[config.mk]
export PLATFORM = sky130hd
export DESIGN_NAME = countdown_ctrl
export DESIGN_NICKNAME = d
export VERILOG_FILES = /design/src/rtl/countdown_ctrl_pkg.sv /design/src/rtl/countdown_ctrl_sec_prescaler.sv /design/src/rtl/countdown_ctrl.sv
export SDC_FILE = /design/constraint.sdc
export NUM_CORES = 1
export LEC_CHECK = 0
export CAP_MARGIN = 20
export CORE_ASPECT_RATIO = 1.75
export CORE_MARGIN = 2
export CORE_UTILIZATION = 40
export CTS_BUF_LIST = sky130_fd_sc_hd__clkbuf_8
export CTS_CLUSTER_DIAMETER = 150
export CTS_CLUSTER_SIZE = 14
export DETAILED_ROUTE_END_ITERATION = 10
export SLEW_MARGIN = 30
export SYNTH_ARGS = -nofsm -noshare
export SYNTH_HDL_FRONTEND = slang
export SYNTH_HIERARCHICAL = 1
export SYNTH_SLANG_ARGS = --single-unit
export TNS_END_PERCENT = 20
[constraint.sdc]
create_clock -name clk -period 3.55 [get_ports clk]
set_input_delay 0.5325 -clock clk [delete_from_list [all_inputs] [get_ports clk]]
set_output_delay 0.5325 -clock clk [all_outputs]
set_load 0.01 [all_outputs]
[src/rtl/countdown_ctrl_pkg.sv]
// Shared types for the countdown-timer sequencer: FSM state encoding,
// the one-hot-free key code produced by the key priority resolver, and
// digit-enable constants.
package countdown_ctrl_pkg;

    typedef enum logic [1:0] {
        ST_SET   = 2'd0,
        ST_RUN   = 2'd1,
        ST_PAUSE = 2'd2,
        ST_ALARM = 2'd3
    } state_t;

    // Winning key of one cycle after priority resolution.
    typedef enum logic [2:0] {
        KEY_NONE  = 3'd0,
        KEY_RESET = 3'd1,
        KEY_START = 3'd2,
        KEY_UP    = 3'd3,
        KEY_DOWN  = 3'd4
    } key_t;

    localparam logic [3:0] DIGITS_ON  = 4'hF;
    localparam logic [3:0] DIGITS_OFF = 4'h0;

    // RESET beats START beats UP beats DOWN; losing keys are dropped.
    function automatic key_t resolve_key(input logic k_reset, input logic k_start,
                                         input logic k_up, input logic k_down);
        key_t k;
        k = KEY_NONE;
        if (k_reset)      k = KEY_RESET;
        else if (k_start) k = KEY_START;
        else if (k_up)    k = KEY_UP;
        else if (k_down)  k = KEY_DOWN;
        return k;
    endfunction

endpackage

[src/rtl/countdown_ctrl_sec_prescaler.sv]
// TICK-to-one-second divider. Counts TICK pulses while not held and flags
// the tick that completes a second. clear restarts the second from zero.
module countdown_ctrl_sec_prescaler #(
    parameter int TICKS_PER_SEC = 1000,
    localparam int PW = (TICKS_PER_SEC > 1) ? $clog2(TICKS_PER_SEC) : 1
) (
    input  logic clk,
    input  logic clr,
    input  logic tick,
    input  logic hold,
    input  logic clear,
    output logic sec_done
);

    logic [PW-1:0] presc_reg;
    logic          at_last;

    assign at_last  = (presc_reg == PW'(TICKS_PER_SEC - 1));
    // Combinational so the owner can act on the same edge the tick is counted.
    assign sec_done = tick && !hold && at_last;

    // Prescaler count: clear wins, hold freezes, terminal tick wraps to zero.
    always_ff @(posedge clk or negedge clr) begin
        if (!clr) begin
            presc_reg <= '0;
        end else if (clear) begin
            presc_reg <= '0;
        end else if (tick && !hold) begin
            presc_reg <= at_last ? '0 : presc_reg + PW'(1);
        end
    end

endmodule

[src/rtl/countdown_ctrl.sv]
// Countdown-timer sequencer: SET/RUN/PAUSE/ALARM FSM, remaining-seconds
// register with saturating preset editing, alarm timeout and display flags.
// Optional digit blinking in SET/ALARM is built when COUNTDOWN_CTRL_BLINK_EN
// is defined; otherwise digit_en is constant 4'hF.
module countdown_ctrl
    import countdown_ctrl_pkg::*;
#(
    parameter int MAX_SECS      = 9999,
    parameter int PRESET        = 60,
    parameter int STEP          = 1,
    parameter int TICKS_PER_SEC = 1000,
    parameter int ALARM_TICKS   = 10000,
    parameter int BLINK_TICKS   = 250,
    localparam int SW = $clog2(MAX_SECS + 1)
) (
    input  logic          clk,
    input  logic          clr,
    input  logic          tick,
    input  logic          key_start,
    input  logic          key_reset,
    input  logic          key_up,
    input  logic          key_down,
    output logic [SW-1:0] secs,
    output logic          secs_upd,
    output logic [3:0]    digit_en,
    output logic          running,
    output logic          alarm
);

    localparam int AW = (ALARM_TICKS > 1) ? $clog2(ALARM_TICKS) : 1;

    if (MAX_SECS < 1 || STEP < 1 || TICKS_PER_SEC < 1 || ALARM_TICKS < 1 ||
        BLINK_TICKS < 1 || PRESET < 0 || PRESET > MAX_SECS) begin : g_bad_params
        $error("countdown_ctrl: illegal parameter set");
    end

    state_t        state_reg, state_next;
    logic [SW-1:0] secs_reg, secs_next;
    logic [SW-1:0] preset_reg, preset_next;
    logic [AW-1:0] alarm_cnt_reg, alarm_cnt_next;
    logic          chg_reg, secs_upd_reg, running_reg, alarm_reg;
    logic [SW:0]   secs_inc;
    logic [SW-1:0] secs_up, secs_dn;
    logic          presc_clear, presc_hold, sec_done;
    key_t          key;

    assign key      = resolve_key(key_reset, key_start, key_up, key_down);
    assign secs_inc = {1'b0, secs_reg} + (SW+1)'(STEP);
    assign secs_up  = (secs_inc > (SW+1)'(MAX_SECS)) ? SW'(MAX_SECS) : secs_inc[SW-1:0];
    assign secs_dn  = (secs_reg < SW'(STEP)) ? '0 : secs_reg - SW'(STEP);

    // Prescaler only advances in RUN when no control key overrides the tick.
    assign presc_hold = (state_reg != ST_RUN) || key_start || key_reset;

    countdown_ctrl_sec_prescaler #(
        .TICKS_PER_SEC(TICKS_PER_SEC)
    ) u_presc (
        .clk     (clk),
        .clr     (clr),
        .tick    (tick),
        .hold    (presc_hold),
        .clear   (presc_clear),
        .sec_done(sec_done)
    );

    // Next-state, SECS arithmetic and alarm timeout.
    always_comb begin
        state_next     = state_reg;
        secs_next      = secs_reg;
        preset_next    = preset_reg;
        alarm_cnt_next = alarm_cnt_reg;
        presc_clear    = 1'b0;
        case (state_reg)
            ST_SET: begin
                case (key)
                    KEY_RESET: secs_next = preset_reg;
                    KEY_START: begin
                        if (secs_reg != '0) begin
                            preset_next = secs_reg;
                            presc_clear = 1'b1;
                            state_next  = ST_RUN;
                        end
                    end
                    KEY_UP:    secs_next = secs_up;
                    KEY_DOWN:  secs_next = secs_dn;
                    default:   ;
                endcase
            end
            ST_RUN: begin
                if (key == KEY_RESET) begin
                    state_next = ST_SET;
                    secs_next  = preset_reg;
                end else if (key == KEY_START) begin
                    state_next = ST_PAUSE;
                end else if (sec_done) begin
                    secs_next = secs_reg - SW'(1);
                    if (secs_reg == SW'(1)) begin
                        state_next     = ST_ALARM;
                        alarm_cnt_next = '0;
                    end
                end
            end
            ST_PAUSE: begin
                if (key == KEY_RESET) begin
                    state_next = ST_SET;
                    secs_next  = preset_reg;
                end else if (key == KEY_START) begin
                    state_next = ST_RUN;
                end
            end
            ST_ALARM: begin
                secs_next = '0;
                if (key == KEY_RESET || key == KEY_START ||
                    (tick && alarm_cnt_reg == AW'(ALARM_TICKS - 1))) begin
                    state_next = ST_SET;
                    secs_next  = preset_reg;
                end else if (tick) begin
                    alarm_cnt_next = alarm_cnt_reg + AW'(1);
                end
            end
            default: state_next = ST_SET;
        endcase
    end

    // State, value registers and registered status outputs.
    always_ff @(posedge clk or negedge clr) begin
        if (!clr) begin
            state_reg     <= ST_SET;
            secs_reg      <= SW'(PRESET);
            preset_reg    <= SW'(PRESET);
            alarm_cnt_reg <= '0;
            chg_reg       <= 1'b1;   // a fresh reset counts as a SECS load
            secs_upd_reg  <= 1'b0;
            running_reg   <= 1'b0;
            alarm_reg     <= 1'b0;
        end else begin
            state_reg     <= state_next;
            secs_reg      <= secs_next;
            preset_reg    <= preset_next;
            alarm_cnt_reg <= alarm_cnt_next;
            chg_reg       <= (secs_next != secs_reg);
            secs_upd_reg  <= chg_reg;
            running_reg   <= (state_next == ST_RUN);
            alarm_reg     <= (state_next == ST_ALARM);
        end
    end

    assign secs     = secs_reg;
    assign secs_upd = secs_upd_reg;
    assign running  = running_reg;
    assign alarm    = alarm_reg;

`ifdef COUNTDOWN_CTRL_BLINK_EN
    localparam int BW = (BLINK_TICKS > 1) ? $clog2(BLINK_TICKS) : 1;

    logic [BW-1:0] blink_cnt_reg;
    logic [3:0]    digit_en_reg;
    logic          blink_restart, blink_active;

    assign blink_restart = (state_next != state_reg) ||
                           (state_reg == ST_SET && (key == KEY_UP || key == KEY_DOWN));
    assign blink_active  = (state_reg == ST_SET) || (state_reg == ST_ALARM);

    // Blink phase: restart lit on state entry or edit, toggle every BLINK_TICKS ticks.
    always_ff @(posedge clk or negedge clr) begin
        if (!clr) begin
            blink_cnt_reg <= '0;
            digit_en_reg  <= DIGITS_ON;
        end else if (blink_restart || !blink_active) begin
            blink_cnt_reg <= '0;
            digit_en_reg  <= DIGITS_ON;
        end else if (tick) begin
            if (blink_cnt_reg == BW'(BLINK_TICKS - 1)) begin
                blink_cnt_reg <= '0;
                digit_en_reg  <= (digit_en_reg == DIGITS_ON) ? DIGITS_OFF : DIGITS_ON;
            end else begin
                blink_cnt_reg <= blink_cnt_reg + BW'(1);
            end
        end
    end

    assign digit_en = digit_en_reg;
`else
    assign digit_en = DIGITS_ON;
`endif

endmodule

==> results of run 1 <==
## through the flow
| stage | power (mW) | hold slack (ns) | util, % | worst slack, ns | setup TNS (ns) |
|---|---|---|---|---|---|
| 3_5_place_dp | 3.19 | 0.418 | 49.4 | -0.339 | -0.460 |
| 6_report | 3.97 | 0.113 | 53.0 | 0.0946 | 0 |
| 2_1_floorplan | 2.22 | 0.237 | - | 0.0192 | 0 |
| 3_3_place_gp | 3.18 | 0.418 | 49.4 | -0.301 | -0.301 |
| 5_1_grt | 4.18 | 0.155 | 53.0 | -0.0559 | -0.0559 |
| 4_1_cts | 3.85 | 0.117 | 51.3 | 0.000598 | 0 |
## cell type report
| class | instances | area, sq um |
|---|---|---|
| clock buffers | 10 | 138 |
| clock inverters | 6 | 58.8 |
| fillers | 1136 | 5580 |
| inverters | 23 | 86.3 |
| multi-input cells | 475 | 3230 |
| flip-flops and latches | 58 | 1460 |
| well taps | 137 | 171 |
| repair buffers | 142 | 1150 |
## worst max-delay path, cell delays in order (launching register included)
cell and delay, ns:
dfrtp_1 0.39, buf_4 0.21, nand2_2 0.14, nor4_2 0.29, buf_4 0.19, mux2i_2 0.28, o31ai_4 0.15, nand3_1 0.15
and3_4 0.23, a2bb2oi_2 0.27, xor2_1 0.10, or4_1 0.46, or4_1 0.50
## per-layer routing
| metal | up-vias | global-route usage (%) | part of all wire, % |
|---|---|---|---|
| li1 | 2392 | - | - |
| met1 | 2511 | 30.2 | 36 |
| met2 | 229 | 49.2 | 53 |
| met3 | 94 | 3.98 | 4.0 |
| met4 | 0 | 18.9 | 7.2 |
| met5 | - | 0 | 0 |
## what timing repair did
action / CTS / global route
endpoints found under the setup margin: 1 / 1
setup buffers: 1 / 10
pin swaps: 1 / 13
endpoints found under the hold margin: 0 / 0
resized for setup: 2 / 28
## placed cells by master, fill, tap and decap left out, types with 5 or more instances in the layout
cell type / Yosys / layout
mux2_2: 14 / 14
inv_1: 21 / 22
dfstp_2: 9 / 9
o211ai_1: 6 / 6
and2_1: 12 / 11
xnor2_1: 21 / 19
a22oi_1: 6 / 6
nand3_1: 22 / 21
clkdlybuf4s50_1: 0 / 22
nor4_1: 7 / 5
clkbuf_8: 0 / 10
ha_1: 7 / 5
or3_1: 5 / 5
o2111ai_1: 6 / 6
nor4_2: 3 / 5
nor3_1: 19 / 19
nand4_1: 8 / 8
a21oi_1: 35 / 34
buf_4: 7 / 115
nand2_1: 55 / 55
nor2_1: 70 / 68
and3_1: 8 / 7
a211oi_1: 9 / 9
xor2_1: 20 / 20
dfrtp_1: 49 / 49
o21ai_0: 25 / 25
## power groups by stage
stage | registers, mW | logic [mW] | clock network (mW)
final | 1.02 | 2.33 | 0.628
after global routing | 1.04 | 2.48 | 0.670
after CTS | 1.01 | 2.19 | 0.645
after detailed placement | 1.03 | 2.17 | 0
after global placement | 1.02 | 2.16 | 0
after floorplan | 0.988 | 1.24 | 0
## cells by family (layout without fill, tap and decap cells)
logic type	count (synthesis)	after routing	synth area share [%]
xor+xnor	41	41	7.48
flops	58	58	30.5
fa+ha+maj	7	7	1.82
buf+inv	65	181	6.02
mux	18	18	4.14
other cells	1	4	0.0781
compound gates	160	160	23.5
simple gates	245	245	26.5
## worst paths after layout
kind	slack (ns)	endpoint	startpoint	depth (start not counted)
worst max-delay path	0.09	chg_reg$_DFF_PN1_	secs[1]$_DFF_PN0_	12
worst min-delay path	0.11	secs[1]$_DFF_PN0_	clr	1
worst max register to register	0.09	chg_reg$_DFF_PN1_	secs[1]$_DFF_PN0_	12
worst min register to register	0.42	secs_upd$_DFF_PN0_	chg_reg$_DFF_PN1_	0
max in group asynchronous	2.52	chg_reg$_DFF_PN1_	clr	2
min in group clk	0.42	secs_upd$_DFF_PN0_	chg_reg$_DFF_PN1_	0
==> run summary, run 1 <==
The first global-routing pass estimated 27.4 mm of wire. The run gives 3.74 ns as the data arrival time of the critical path. Setup violations remaining at the end of the flow were counted as 0. The tools report the kind of end point of the critical path as a register.

Sorting the synthesized cells by area gives the leading types as dfrtp_1 26%, nor2_1 5.5%, dfstp_2 4.9%. In this run switching power makes up 44.3% of total power. The dominant synthesized flop cell is dfrtp_1. The H-tree generated during clock tree synthesis spans 3 levels. After technology mapping, the gate count stands at 595. The count of buffers from port buffering works out to 23. The detailed router placed 5226 vias in this run. The total number of placement rows came out at 53.

The internal power of the cells totals 2.21 mW. The post-synthesis instance area is 4800 sq um. Clock skew on the completed layout was measured at 0.0126 ns.

For the worst-skew pair, the clock arrives at the later sink with an insertion delay of 0.37 ns. The number of enable-type register cells in the synthesized netlist was 0. The buffer levels on the longest clock path is 2. The worst setup path is of the register to register kind.

The synthesized design contains 58 register bits. Clock transition at the register clock pins on the worst setup and hold paths after CTS: 0.07 ns. The effective utilization at floorplan was 40.5%; the final routed wire length divided by cell count was 20.9 um.

Buffer type at the clock tree root: clkbuf_8. The average instance in the mapped netlist occupies 8.07 sq um. Sequential cells account for 25.6% of the total power.

The flow ran to the end, and the final reports show no timing, DRC or antenna violations. Time the worst path needs with I/O delays and setup: 3.46 ns. The placed instances occupy a cell area of 5870 sq um.

Relative contribution of the clock network to total power: 15.8%. The die covers 12900 sq um. The run gives 28.0% as the global-route usage over all layers. The total I/O pin count is 28, and the violation count after the first detailed-route iteration is 370. Summed over all instances, the cell type with the most area after synthesis is dfrtp_1. In this run the vertical extent of the chip is 149 um.

TritonCTS built the clock tree. The area growth from synthesis to layout was 31.0%; the total number of clock tree sinks was 58. The HPWL after detailed placement is 13.6 mm. Of the post-synthesis cell area, the dominant cell type holds 25.5%. The distinct cell type count of the synthesized netlist was 90; the fraction of registers with async set/reset was 100%. After synthesis, flip-flops and latches occupy 30.5% of the total area. Entering global routing, the biggest net connects 40 pins.

At the worst endpoint, the required time is 3.84 ns. Setup repair after global routing could not meet its margin everywhere. Once placement completed, the tool counted placed cells totaling 824. Of all nets on the critical path, the largest fanout is 9.

For this run the aggregate overflow at the end of global routing stands at 0. IR analysis of the VDD net gives a maximum drop of 0.000306 V. The min-delay analysis places its worst path in the category primary input to async pin. After detailed routing, the number of remaining DRC violations is 0.

The pre-antenna-repair detailed-routing pass consisted of 5 iterations. The max-capacitance violation count was 0; the actual slew at the worst max-slew pin was 0.657 ns. The number of CTS-inserted buffers was 9. The finished layout holds 851 standard cells, fillers aside. The run gives 5178 as the number of global-route vias before repair. The count of nets left with antenna violations once routing finished came out at 0.

For this block, the routed nets add up to 17.8 mm of wire. In this run the power spent charging and discharging nets is 1.76 mW. The count of pins over their slew limit is 0, and the placer's final routability congestion estimate is 1.00. The share of total power in combinational logic was 58.6%; the number of buffers inserted by hold repair at cts was 0. In the synthesized netlist, the cells that appear most often are 70 x nor2_1, 55 x nand2_1, 49 x dfrtp_1. Headroom to the max-slew limit came out at 55.6%. The run gives 0 as the number of hold violations in the final report.

Using the TritonRoute via totals, the vias-per-cell ratio works out to 6.14. Dividing total power by cell area gives a power density of 631 nW/um^2. 0 antenna diodes ended up in the layout. The logs give 0 for the number of antenna violations at the first check in global routing and 2.70 nW for the leakage power summed over all cells.

The fraction of layout instances using a drive strength above 1 was 28.7%. The cell with the most instances after synthesis is nor2_1. In the final design database the tool counted 723 nets.

Of the available clock period, the critical path in the final layout requires 97.3%. Static timing analysis puts the maximum clock frequency at 0.289 GHz. The die is 86.8 um wide. With fillers left out, the area of the finished cells amounts to 6290 sq um. For the count of yosys warnings during synthesis, the log shows 6. The kind of start point of the critical path is a register. The core region is 11900 sq um.
Note: power is estimated with default switching activity, not from simulation.
==> inputs of run 2 (changes only) <==
--- a/config.mk
+++ b/config.mk
@@ -6,14 +6,14 @@
 export NUM_CORES = 1
 export LEC_CHECK = 0
 export CAP_MARGIN = 20
-export CORE_ASPECT_RATIO = 1.75
+export CORE_ASPECT_RATIO = 0.9
 export CORE_MARGIN = 2
 export CORE_UTILIZATION = 40
 export CTS_BUF_LIST = sky130_fd_sc_hd__clkbuf_8
 export CTS_CLUSTER_DIAMETER = 150
 export CTS_CLUSTER_SIZE = 14
 export DETAILED_ROUTE_END_ITERATION = 10
-export SLEW_MARGIN = 30
+export SLEW_MARGIN = 20
 export SYNTH_ARGS = -nofsm -noshare
 export SYNTH_HDL_FRONTEND = slang
 export SYNTH_HIERARCHICAL = 1
==> run 2 against run 1 <==
- cell count is 0.12% lower
- global-route usage fell by 2.2 points
- sequential power up 4%
- power down 3.7%
- clock skew rose by 0.00055 ns
- first-iteration DRC count up 24%
- die area down 0.26%
- maximum frequency decreased by 0.12%
- worst setup slack lost 0.0040 ns
- via count down 4.2%
- final area is 2.7% lower
- critical endpoint unchanged
- largest power group unchanged
==> run summary, run 2 (synthesized netlist as in run 1, its figures left out) <==
The logs give 27.7% (+2.1 points) for the sequential fraction of design power and 0.979 (-2.2%) for the placer's final routability congestion estimate. Final routed wire length divided by cell count: 19.1 um (-8.4%). For the fmax, the log shows 0.289 GHz (-0.12%).

The logs give 4710 (-9.0%) for the number of global-route vias before repair and 3.82 mW (-3.7%) for the total power after layout. The fraction of layout instances using a drive strength above 1 is 26.7% (-2.1 points), and the chip height is 108 um (-28%). The internal cell power is 2.14 mW (-3.3%).

The total I/O pin count is 28 (unchanged). The library cells used most frequently in the layout, excluding fill and tap cells, are 97 x buf_4, 69 x nor2_1, 55 x nand2_1. Final wirelength: 16.3 mm (-8.5%).

Kind of start point of the critical path: a register. Traced cell by cell, the critical path runs through inv_1 > ha_1 > or4b_4 > nor3b_2 > xnor2_1 > a21oi_1 > o32ai_1 > a211o_1 > xnor2_1 > nor4_2 > nand4_1 > or4_1. The power density relative to cell area was 624 nW/um^2 (-1.1%).

For the buffer levels on the longest clock path, the log shows 2 (unchanged). The highest ir drop seen on vdd was 0.000479 V (+57%); the number of standard cells in the final layout excluding fillers was 850 (-0.12%). The actual slew at the worst max-slew pin is 0.968 ns (+0.311 ns). The run gives 3.74 ns (about the same) as the data arrival time of the critical path. For this design, the slowest cell found on the critical path is or4_1. For the total congestion overflow after global routing, the log shows 0 (unchanged). The count of antenna diodes in the layout is 0 (unchanged), and the clock transition at the register clock pins on the worst setup and hold paths after CTS is 0.07 ns (about the same). The reported net switching power was 1.68 mW (-4.3%). The logs give 0 (unchanged) for the number of antenna violations at the first check in global routing and 2.59 nW (-4.0%) for the leakage power summed over all cells. X dimension of the die: 120 um (+38%).

The effective utilization at floorplan is 41.5% (+1.0 points). The kind of end point of the critical path is a register. The data required time at the worst endpoint is 3.83 ns (about the same), and the remaining routing DRC violations is 0 (unchanged). For the share of total power in combinational logic, the log shows 55.9% (-2.7 points). The tools report the number of CTS-inserted buffers as 9 (unchanged). Global-route usage over all layers: 25.8% (-2.2 points). The run gives 52.9% (-0.11 points) as the end-of-flow core utilization. Counting stages on the worst path, the most repeated cell is xnor2_1. The placed cell count is 826 (+0.24%).

Via density per instance: 5.89 (-4.1%). The H-tree level count came out at 3 (unchanged). The time the worst path needs with I/O delays and setup came out at 3.46 ns (+0.00399 ns). Area growth from synthesis to layout: 27.5%. The run finished with clean final reports. The tools report the max-capacitance violation count as 0 (unchanged). The peak per-stage delay on the critical path is 0.56 ns (+0.06 ns), and the count of pins over their slew limit is 0 (unchanged). The relative contribution of the clock network to total power is 16.4% (+0.6 points). The tools report the worst-case clock skew as 0.0131 ns (+0.000555 ns). The logs give 5 (unchanged) for the first-pass iteration count of the detailed router and 458 (+24%) for the violation count after the first detailed-route iteration. The total of fill cells in the finished design was 1109 (-2.4%); the total number of placement rows was 37 (-30%).

Final count of negative-setup-slack endpoints: 0 (unchanged). Number of buffers inserted by hold repair at cts: 0 (unchanged). TritonCTS built the clock tree.

The floorplan core area was 11600 sq um (-2.5%). The setup path with the least slack is of type register to register. The tree is rooted in a clkbuf_8. For the tightest slew margin relative to the limit, the log shows 35.4% (-20 points).

The number of antenna-violating nets in the routed design came out at 0 (unchanged). For the pin count of the biggest net entering global routing, the log shows 40 (unchanged). For the total number of clock tree sinks, the log shows 58 (unchanged). For the placed wire-length estimate after detailed placement, the log shows 12.1 mm (-11%). For the first-pass GRT wire length, the log shows 25.5 mm (-7.0%). The most common cell after layout, fill and taps aside was buf_4. The number of hold violations in the final report was 0 (unchanged); the clock latency on the worst-skew pair was 0.37 ns (about the same). The switching fraction of total power works out to 44.0% (-0.25 points).

The die area is 12900 sq um (-0.26%). The path type of the worst min-delay path was primary input to async pin. The number of vias in the routed layout is 5007 (-4.2%), and the count of buffers from port buffering is 23 (unchanged). The post-route fraction of the period consumed by the critical path was 97.4% (+0.11 points). The worst-path maximum fanout works out to 7 (-2). The layout net count came out at 704 (-2.6%).
[run 2: changes by cell type in the layout (fill, tap and decap cells not counted), sizes merged]
cell           before  now
dlymetal6s2s        0    2
clkdlybuf4s50      22   20
inv                23   22
buf               120  101
[run 2: stage by stage]
step	setup TNS [ns]	hold slack [ns]	instance area, sq um	worst slack (ns)
floorplan	0	0.237	4840	0.0192
global placement	-0.374	0.395	5740	-0.374
detailed placement	-0.420	0.387	5740	-0.408
CTS	0	0.111	5960	0.0397
global route	-0.0477	0.131	6120	-0.0477
finish	0	0.120	6120	0.0906
[run 2: path summary, 6_finish.rpt]
path / slack, ns / end / cells after the start / startpoint
max in group asynchronous: 2.51 / secs[5]$_DFF_PN1_ / 2 / clr
min in group clk: 0.41 / secs_upd$_DFF_PN0_ / 0 / chg_reg$_DFF_PN1_
min: 0.12 / alarm_cnt_reg[4]$_DFFE_PN0P_ / 1 / clr
min reg2reg: 0.41 / secs_upd$_DFF_PN0_ / 0 / chg_reg$_DFF_PN1_
max reg2reg: 0.09 / chg_reg$_DFF_PN1_ / 12 / secs[1]$_DFF_PN0_
max: 0.09 / chg_reg$_DFF_PN1_ / 12 / secs[1]$_DFF_PN0_
[run 2: area by class of cell]
cell class | count | area [sq um] | area share, %
well taps | 156 | 195 | 3.19
flip-flops and latches | 58 | 1470 | 24.0
multi-input cells | 475 | 3200 | 52.2
repair buffers | 123 | 986 | 16.1
clock buffers | 10 | 138 | 2.25
clock inverters | 5 | 55.1 | 0.899
inverters | 23 | 86.3 | 1.41
[run 2: power by group through the flow]
stage	registers (mW)	clock network [mW]	logic (mW)
4_1_cts	1.06	0.647	2.00
3_3_place_gp	1.06	0	1.97
2_1_floorplan	0.988	0	1.24
3_5_place_dp	1.07	0	1.97
6_report	1.06	0.627	2.14
5_1_grt	1.08	0.676	2.30
[run 2: metal layers]
metal / GRT usage [%] / vias up / part of all wire, %
li1: - / 2359 / -
met1: 37.5 / 2402 / 47
met2: 37.7 / 229 / 42
met3: 6.65 / 17 / 8.8
met4: 7.48 / 0 / 1.6
met5: 0 / - / 0
[run 2: what timing repair did]
item                       in CTS  in global routing
setup endpoints to repair       1                  1
buffers inserted                1                  8
gates cloned                    0                  0
pin swaps                       1                 18
resized for setup               5                 26
hold endpoints to repair        0                  0
[run 2: worst max-delay path, delay by kind of cell (launching register included)]
kind	cells	cell delay [ns]
buffers and inverters	1	0.12
xor gates and xnor gates	2	0.28
DFF	1	0.46
AOI/OAI and AO/OA	3	0.59
adders and majority gates	1	0.17
and+or+nand+nor	5	1.76
